### src/rtl/dr32e_predict_ctrl.sv
// Static branch prediction control for the DR32E fetch stage: tracks outstanding
// predictions in a FIFO, checks them at resolve time and drives fetch redirects.
module dr32e_predict_ctrl #(
  parameter int unsigned DEPTH = 4,
  parameter int unsigned CNT_W = 16
) (
  input  logic             clk_i,
  input  logic             rst_ni,
  input  logic             predict_en_i,
  input  logic             fetch_valid_i,
  input  logic [31:0]      fetch_pc_i,
  input  logic             fetch_is_branch_i,
  input  logic             fetch_compressed_i,
  input  logic             fetch_accept_i,
  input  logic             predict_taken_i,
  input  logic [31:0]      predict_pc_i,
  output logic             predict_valid_o,
  output logic             fetch_stall_o,
  output logic             redirect_o,
  output logic [31:0]      redirect_pc_o,
  input  logic             redirect_ready_i,
  input  logic             resolve_valid_i,
  input  logic [31:0]      resolve_next_pc_i,
  output logic             flush_o,
  output logic [CNT_W-1:0] pred_cnt_o,
  output logic [CNT_W-1:0] mispred_cnt_o,
  output logic             err_o
);

  localparam int unsigned PTR_W = (DEPTH > 1) ? $clog2(DEPTH) : 1;
  localparam logic [PTR_W:0] FULL_CNT = (PTR_W + 1)'(DEPTH);

  typedef enum logic [1:0] {
    RUN        = 2'd0,
    PRED_REDIR = 2'd1,
    MISP_REDIR = 2'd2
  } state_e;

  state_e           state;
  logic [PTR_W-1:0] wr_ptr;
  logic [PTR_W-1:0] rd_ptr;
  logic [PTR_W:0]   count;
  logic [31:0]      mem [DEPTH];

  logic        full;
  logic        empty;
  logic        run;
  logic        enq;
  logic        enq_taken;
  logic [31:0] enq_pc;
  logic        res;
  logic        mispredict;

  assign full       = (count == FULL_CNT);
  assign empty      = (count == '0);
  assign run        = (state == RUN);

  assign predict_valid_o = fetch_valid_i & predict_en_i & ~full & run;
  assign fetch_stall_o   = fetch_valid_i & fetch_is_branch_i & (full | ~run);

  assign enq       = fetch_accept_i & fetch_is_branch_i & ~fetch_stall_o;
  assign enq_taken = predict_taken_i & predict_en_i;
  assign enq_pc    = enq_taken ? predict_pc_i
                               : fetch_pc_i + (fetch_compressed_i ? 32'd2 : 32'd4);

  // A resolve against an empty queue is an error and must not touch the queue.
  assign res        = resolve_valid_i & ~empty;
  assign mispredict = res & (resolve_next_pc_i != mem[rd_ptr]);
  assign flush_o    = mispredict;

  // NOTE: the entry storage has no reset; pointers and occupancy define which
  // entries are live, so stale contents are never observed.
  always_ff @(posedge clk_i) begin
    if (enq) mem[wr_ptr] <= enq_pc;
  end

  always_ff @(posedge clk_i or negedge rst_ni) begin
    if (!rst_ni) begin
      wr_ptr <= '0;
      rd_ptr <= '0;
      count  <= '0;
    end else if (mispredict) begin
      wr_ptr <= '0;
      rd_ptr <= '0;
      count  <= '0;
    end else begin
      if (enq) wr_ptr <= wr_ptr + PTR_W'(1);
      if (res) rd_ptr <= rd_ptr + PTR_W'(1);
      case ({enq, res})
        2'b10:   count <= count + (PTR_W + 1)'(1);
        2'b01:   count <= count - (PTR_W + 1)'(1);
        default: count <= count;
      endcase
    end
  end

  always_ff @(posedge clk_i or negedge rst_ni) begin
    if (!rst_ni) begin
      state         <= RUN;
      redirect_o    <= 1'b0;
      redirect_pc_o <= '0;
    end else if (mispredict) begin
      // Mispredict wins over any pending or new predicted-taken redirect.
      state         <= MISP_REDIR;
      redirect_o    <= 1'b1;
      redirect_pc_o <= resolve_next_pc_i;
    end else begin
      case (state)
        RUN: begin
          if (enq && enq_taken) begin
            state         <= PRED_REDIR;
            redirect_o    <= 1'b1;
            redirect_pc_o <= predict_pc_i;
          end
        end
        PRED_REDIR, MISP_REDIR: begin
          if (redirect_ready_i) begin
            state      <= RUN;
            redirect_o <= 1'b0;
          end
        end
        default: begin
          state      <= RUN;
          redirect_o <= 1'b0;
        end
      endcase
    end
  end

  always_ff @(posedge clk_i or negedge rst_ni) begin
    if (!rst_ni) begin
      pred_cnt_o    <= '0;
      mispred_cnt_o <= '0;
      err_o         <= 1'b0;
    end else begin
      if (enq && (pred_cnt_o != '1))           pred_cnt_o    <= pred_cnt_o + CNT_W'(1);
      if (mispredict && (mispred_cnt_o != '1)) mispred_cnt_o <= mispred_cnt_o + CNT_W'(1);
      if (resolve_valid_i && empty)            err_o         <= 1'b1;
    end
  end

endmodule

### config.mk
export PLATFORM = sky130hd
export DESIGN_NAME = dr32e_predict_ctrl
export DESIGN_NICKNAME = d
export VERILOG_FILES = /design/src/rtl/dr32e_predict_ctrl.sv
export SDC_FILE = /design/constraint.sdc
export NUM_CORES = 1
export LEC_CHECK = 0
export BUFFER_PORTS_ARGS = -buffer_cell sky130_fd_sc_hd__buf_4
export CAP_MARGIN = 30
export CORE_MARGIN = 3
export CORE_UTILIZATION = 40
export DETAILED_ROUTE_END_ITERATION = 16
export GPL_ROUTABILITY_DRIVEN = 0
export PLACE_DENSITY = 0.68
export SLEW_MARGIN = 0
export SYNTH_ARGS = -nofsm -noshare
export SYNTH_HDL_FRONTEND = slang
export SYNTH_SLANG_ARGS = --single-unit
### constraint.sdc
create_clock -name clk_i -period 2.7 [get_ports clk_i]
set_input_delay 0.27 -clock clk_i [delete_from_list [all_inputs] [get_ports clk_i]]
set_output_delay 0.27 -clock clk_i [all_outputs]
set_load 0.1 [all_outputs]
==> results.ini, run 1 <==
[power_and_ir_drop]
p_seq_frac = 0.340
irDropWorstVdd_mv = 0.541
p_sw_frac = 0.422
p_clk_frac = 0.245
p_switching_mw = 5.19
power.density_nw_per_um2 = 951
leakagePower_nw = 4.92
internal_power_mw = 7.11
pwr-share-comb = 0.416

[finish]
post-route-util = 0.562
drive_gt1_frac = 0.337
instances_no_fill = 1296
syn_to_final_growth_pct = 36.0
fin_nets = 1083
num_antenna_cells = 0

[clocking]
cts_sinks = 203
cts_buffer_depth = 3
cts_tree = yes
cts.clk_slew.worst_paths_ns = 0.06
htree_levels = 1
insertion_delay_ns = 0.52
numCtsBuffers = 23
cts_root_buffer = clkbuf_16

[timing]
setup_ws_ns = -0.366
clock.fmax_mhz = 326
rsz0062_at_grt = yes
finalCriticalPeriod_ns = 3.07
tightest_slew_ns = 0.588
setup_viol_count_final = 52
slew_violations = 0
finClkSkew_ns = 0.0165
whs_ns = 0.0135
slew_headroom = 0.604
finalCritPeriodShare = 1.14
hold_viol = 0

[setup_path]
crit_path_end_kind = primary output
crit_buf_inv = 3
slowest_stage = mux4_2
cp_top_family = buffers and inverters
critical_path_class = register to primary output
worstPathCellList = buf_12, mux4_2, xnor2_2, nand4_1, nor4_2, buf_4, a31oi_4, buf_12
cp.arrival_ns = 2.80
cp_max_fo = 8
worst_path_most_repeated_cell = buf_12
worst_setup_path_start_kind = register
cpPeakStageDelay_ns = 0.54
worstPathRequired_ns = 2.43

[run]
max_cap_violations = 0

[logic_synthesis]
syn_area_per_cell_sq_um = 13.2
synth_edf_count = 128
yosysWarnings = 0
synth-main-ff-cell = edfxtp_1
ys_ff_latch = 203
syn_inst = 719
syn_nets = 836
netlist.area_leader.share = 0.405
async_flop_share = 0.369
synth_cell_types = 41
yosysTopAreaCell = edfxtp_1
yosys-top-cells-count = edfxtp_1 (128), nand2_1 (90), xnor2_1 (76), dfrtp_1 (75), o21ai_0 (58)
ys_seq_area_frac = 0.602
synth_most_common_cell = edfxtp_1
synth_area_leaders = edfxtp_1 (40%), dfrtp_1 (20%), mux4_2 (7.6%)
syn_area_sq_um = 9500

[drt]
vias_per_cell = 5.19
first_pass_iters = 4
drcViolationCount = 0
ant_nets = 0
vias = 6729
drt_iter0_drc = 426
wirelength_mm = 25.9
wl_per_cell_um = 20.0

[place]
place_hpwl_mm = 16.4
port_buffers = 174
placed_cells = 1210

[floorplan]
die_w_um = 160
fp-row-count = 55
io_pins = 175
dieArea_sq_um = 25600
start_util = 0.413
die_h_um = 160
core_sq_um = 23000

[grt]
grt_pass1_vias = 6921
grt_remaining_overflow = 0
grt_start_max_net_pins = 43
grt.total_usage = 0.200
antenna_found_initial = 0
grt_pass1_wl_mm = 39.7

[run_status]
status = finished, violations left
violations = negative setup slack

[worst_hold_path]
hp-class = input pin to register

power groups by stage:
stage	logic [mW]	registers [mW]	clock network, mW
floorplan	1.11	6.47	0
global placement	4.47	4.22	0
detailed placement	4.53	4.22	0
CTS	5.03	4.17	3.07
global route	5.34	4.25	3.18
finish	5.11	4.18	3.01
state kept, by name, summed over array words and instances, names as in the netlist, 2 cells and up:
register and cells:
count 3, mem 128, mispred_cnt_o 16, pred_cnt_o 16, rd_ptr 2, redirect_pc_o 32, state 2, wr_ptr 2
cells by family after synthesis:
group	count (synthesis)	share of synthesized area
adder cells (fa/ha/maj)	11	0.0161
flip-flops	203	0.602
AND/OR/NAND/NOR	223	0.117
XOR/XNOR	93	0.0857
buffers and inverters	44	0.0237
AO/OA/AOI/OAI	79	0.0436
multiplexers	66	0.112
tightest hold or removal path, delay by kind of cell:
| kind | cells | cell delay [ns] |
|---|---|---|
| AOI/OAI and AO/OA | 1 | 0.06 |
| buffers and inverters | 1 | 0.10 |
| and+or+nand+nor | 1 | 0.04 |
per-layer routing:
layer  wire length, um  vias to the layer above  GRT usage  share of wire
li1                  -                     3146          -              -
met4               966                        0     0.0789          0.037
met2             12800                      227      0.331           0.49
met1             10500                     3293      0.261           0.41
met3              1670                       63     0.0374          0.064
met5                 0                        -          0              0
area by class of cell:
class / instances / area [sq um]
well taps: 313 / 392
multi-input cells: 472 / 3700
clock inverters: 9 / 73.8
fillers: 1939 / 10100
flip-flops and latches: 203 / 5730
repair buffers: 253 / 2330
clock buffers: 33 / 653
inverters: 13 / 48.8
metrics by stage:
stage                     setup WS [ns]  power (mW)  cell area [sq um]  setup TNS, ns
after floorplan                  0.0277        7.58               9540              0
after global placement          -0.0720        8.69              11500          -1.88
after detailed placement         -0.118        8.75              11500          -4.03
after CTS                        -0.424        12.3              12800         -15.18
after global routing             -0.479        12.8              12900         -18.15
final                            -0.366        12.3              12900         -11.45
worst paths after layout:
check                      depth (start not counted)  slack, ns             startpoint                             to
max in group asynchronous                          3       1.76                 rst_ni          rd_ptr[0]$_DFFE_PN0P_
max reg2reg                                       12      -0.31  rd_ptr[0]$_DFFE_PN0P_   mispred_cnt_o[1]$_DFFE_PN0P_
min reg2reg                                        1       0.46      err_o$_DFFE_PN0P_              err_o$_DFFE_PN0P_
min                                                3       0.01  resolve_next_pc_i[28]  redirect_pc_o[28]$_DFFE_PN0P_
max                                                8      -0.37  rd_ptr[0]$_DFFE_PN0P_                        flush_o
min in group asynchronous                          2       0.31                 rst_ni  redirect_pc_o[19]$_DFFE_PN0P_
placed cells by master, fill, tap and decap left out, drive strengths merged, types with 3 or more instances in the layout:
| cell | instances |
|---|---|
| dfrtp | 75 |
| nor4 | 5 |
| nand2b | 3 |
| nor2b | 4 |
| ha | 9 |
| inv | 14 |
| edfxtp | 128 |
| dlygate4sd3 | 29 |
| nand3 | 29 |
| clkbuf | 33 |
| a31oi | 3 |
| mux4 | 32 |
| and2 | 7 |
| and4 | 6 |
| clkinv | 6 |
| nor2 | 30 |
| o21ai | 63 |
| o22ai | 3 |
| nand4 | 25 |
| nor3 | 6 |
| and3 | 14 |
| a21oi | 6 |
| nand2 | 90 |
| mux2i | 32 |
| buf | 222 |
| xor2 | 17 |
| xnor2 | 76 |
what timing repair did:
| action | in CTS | in global routing |
|---|---|---|
| hold buffers | 29 | 0 |
| pin swaps | 3 | 4 |
| endpoints found under the hold margin | 66 | 0 |
| endpoints found under the setup margin | 51 | 59 |
| resized for setup | 38 | 26 |
| setup buffers | 4 | 7 |
| cloned | 7 | 0 |
(Power assumes the default switching activity.)
==> run 2: changes to the inputs <==
--- a/config.mk
+++ b/config.mk
@@ -12,6 +12,7 @@
 export DETAILED_ROUTE_END_ITERATION = 16
 export GPL_ROUTABILITY_DRIVEN = 0
 export PLACE_DENSITY = 0.68
+export SKIP_LAST_GASP = 1
 export SLEW_MARGIN = 0
 export SYNTH_ARGS = -nofsm -noshare
 export SYNTH_HDL_FRONTEND = slang
==> run 2 against run 1 <==
Net effect: the flow still finishes with violations (negative setup slack); setup slack worse by 0.0019 ns; register-to-register slack improved by 0.04 ns; global-route usage is essentially flat; count of clock-buffer cells in the layout stayed put; final cell count fell by 0.15%; core utilization down 0.15 points; sequential share of layout area up 0.12 points; sequential power is essentially flat; routed wire length up 0.23%; combinational power fell by 0.8%; die area is the same; critical endpoint unchanged; highest routed layer unchanged.
==> results.ini, run 2 (synthesis gave the netlist of run 1 again) <==
[clocking]
cts_root_buffer = clkbuf_16  ; unchanged
insertion_delay_ns = 0.52  ; about the same
cts.clk_slew.worst_paths_ns = 0.06  ; about the same
htree_levels = 1  ; unchanged
numCtsBuffers = 23  ; unchanged
cts_tree = yes  ; unchanged
cts_buffer_depth = 3  ; unchanged
cts_sinks = 203  ; unchanged

[power_and_ir_drop]
leakagePower_nw = 4.90  ; was 4.92 nW
total_power_mw = 12.3  ; about the same
power.density_nw_per_um2 = 951  ; about the same
irDropWorstVdd_mv = 0.541  ; about the same

[grt]
antenna_found_initial = 0  ; unchanged
grt.total_usage = 0.200  ; about the same
grt_pass1_wl_mm = 39.7  ; about the same
grt_pass1_vias = 6886  ; was 6921
grt_remaining_overflow = 0  ; unchanged
grt_start_max_net_pins = 43  ; unchanged

[drt]
ant_nets = 0  ; unchanged
vias = 6666  ; was 6729
wirelength_mm = 26.0  ; was 25.9 mm
first_pass_iters = 5  ; was 4
drt_iter0_drc = 457  ; was 426
vias_per_cell = 5.15  ; was 5.19
drcViolationCount = 0  ; unchanged
wl_per_cell_um = 20.1  ; was 20.0 um

[place]
placed_cells = 1210  ; unchanged
port_buffers = 174  ; unchanged
place_hpwl_mm = 16.4  ; unchanged

[finish]
syn_to_final_growth_pct = 35.7  ; was 36.0%
drive_gt1_frac = 0.335  ; was 0.337
reg.largest.list = mem x128, redirect_pc_o x32  ; unchanged
layout_common_cells = buf_4 (198), edfxtp_1 (128), nand2_1 (89)  ; was buf_4 (198), edfxtp_1 (128), nand2_1 (88)
largest_reg_flops = 128  ; unchanged
num_antenna_cells = 0  ; unchanged
top_register = mem  ; unchanged
final_common_cell = buf_4  ; unchanged
instances_no_fill = 1294  ; was 1296
fin_nets = 1081  ; was 1083

[setup_path]
slowest_stage = mux4_2  ; unchanged
cp_max_fo = 7  ; was 8
crit_path_end_kind = primary output  ; unchanged
worst_path_most_repeated_cell = buf_12  ; unchanged
crit_buf_inv = 3  ; unchanged
critical_path_class = register to primary output  ; unchanged
cp.arrival_ns = 2.80  ; about the same
cp_top_family = multiplexers  ; was buffers and inverters
worst_setup_path_start_kind = register  ; unchanged
worstPathCellList = buf_12, mux4_2, xnor2_2, nand4_1, nor4_2, buf_4, a31oi_4, buf_12  ; unchanged
worstPathRequired_ns = 2.43  ; about the same
cpPeakStageDelay_ns = 0.55  ; was 0.54 ns

[floorplan]
die_h_um = 160  ; unchanged
fp-row-count = 55  ; unchanged
dieArea_sq_um = 25600  ; unchanged
io_pins = 175  ; unchanged
core_sq_um = 23000  ; unchanged
start_util = 0.413  ; unchanged
die_w_um = 160  ; unchanged

[timing]
rsz0062_at_grt = yes  ; unchanged
finClkSkew_ns = 0.0145  ; was 0.0165 ns
clock.fmax_mhz = 326  ; about the same
fin_setup_tns_ns = -9.54  ; was -11.45 ns
hold_viol = 0  ; unchanged
setup_viol_count_final = 52  ; unchanged
finalCritPeriodShare = 1.14  ; about the same
tightest_slew_ns = 0.599  ; was 0.588 ns
finalCriticalPeriod_ns = 3.07  ; about the same
slew_headroom = 0.596  ; was 0.604
slew_violations = 0  ; unchanged
setup_ws_ns = -0.368  ; was -0.366 ns

[run_status]
violations = negative setup slack  ; unchanged
status = finished, violations left  ; unchanged

[worst_hold_path]
hp-class = input pin to register  ; unchanged

[run]
max_cap_violations = 0  ; unchanged

==> run 2: cell count changes in the layout (fill, tap and decap cells not counted) <==
| cell | before | now |
|---|---|---|
| nand2_2 | 2 | 1 |
| buf_8 | 0 | 1 |
| buf_16 | 5 | 6 |
| o21ai_0 | 35 | 39 |
| o21ai_1 | 24 | 20 |
| buf_6 | 3 | 2 |
| nand2_1 | 88 | 89 |
| buf_12 | 16 | 15 |
| bufbuf_16 | 2 | 1 |
| dlygate4sd3_1 | 29 | 28 |
==> run 2: worst paths after layout <==
check                                            from                       endpoint  slack [ns]  cells past startpoint
worst max-delay path            rd_ptr[0]$_DFFE_PN0P_                        flush_o       -0.37                      8
worst min-delay path            resolve_next_pc_i[26]  redirect_pc_o[26]$_DFFE_PN0P_        0.02                      3
worst max register to register  rd_ptr[0]$_DFFE_PN0P_  redirect_pc_o[11]$_DFFE_PN0P_       -0.27                     13
worst min register to register      err_o$_DFFE_PN0P_              err_o$_DFFE_PN0P_        0.46                      1
max in group asynchronous                      rst_ni          rd_ptr[0]$_DFFE_PN0P_        1.76                      3
min in group asynchronous                      rst_ni  redirect_pc_o[19]$_DFFE_PN0P_        0.32                      2
==> run 2: cell type report <==
cell class	instances	area [sq um]
well taps	313	392
multi-input cells	472	3690
flip-flops and latches	203	5730
inverters	13	48.8
clock inverters	9	73.8
repair buffers	251	2300
fillers	1944	10100
clock buffers	33	653
==> run 2: repair_timing <==
item                                   CTS  global route
setup endpoints to repair               51            59
cloned                                   7             0
endpoints found under the hold margin   65             0
setup buffers                            4             6
pin swaps                                3             4
resized for setup                       31            30
hold buffers                            28             0
==> run 2: where the power goes <==
part	internal, mW	leakage [nW]	total, mW	switching (mW)
Sequential	3.87	2.12	4.18	0.311
Combinational	1.44	2.42	5.07	3.64
Clock	1.77	0.357	3.01	1.24
Total	7.08	4.90	12.3	5.18
==> run 2: metal layers <==
layer | wire length [um] | vias to the layer above | GRT usage
li1 | - | 3138 | -
met1 | 10300 | 3245 | 0.261
met2 | 13000 | 228 | 0.333
met3 | 1860 | 55 | 0.0410
met4 | 789 | 0 | 0.0706
met5 | 0 | - | 0
==> run 2: per-stage QoR <==
step	worst slack [ns]	area [sq um]	util	hold WS (ns)
global placement	-0.0720	11500	0.499	0.294
CTS	-0.424	12800	0.558	0.00267
finish	-0.368	12900	0.561	0.0176
floorplan	0.0277	9540	-	-0.0256
global route	-0.473	12900	0.561	0.0231
detailed placement	-0.118	11500	0.499	0.298
==> run 2: worst min-delay path: cells and delay by family <==
kind / cells / cell delay [ns]
simple gates: 1 / 0.04
buf+inv: 1 / 0.11
compound gates: 1 / 0.06
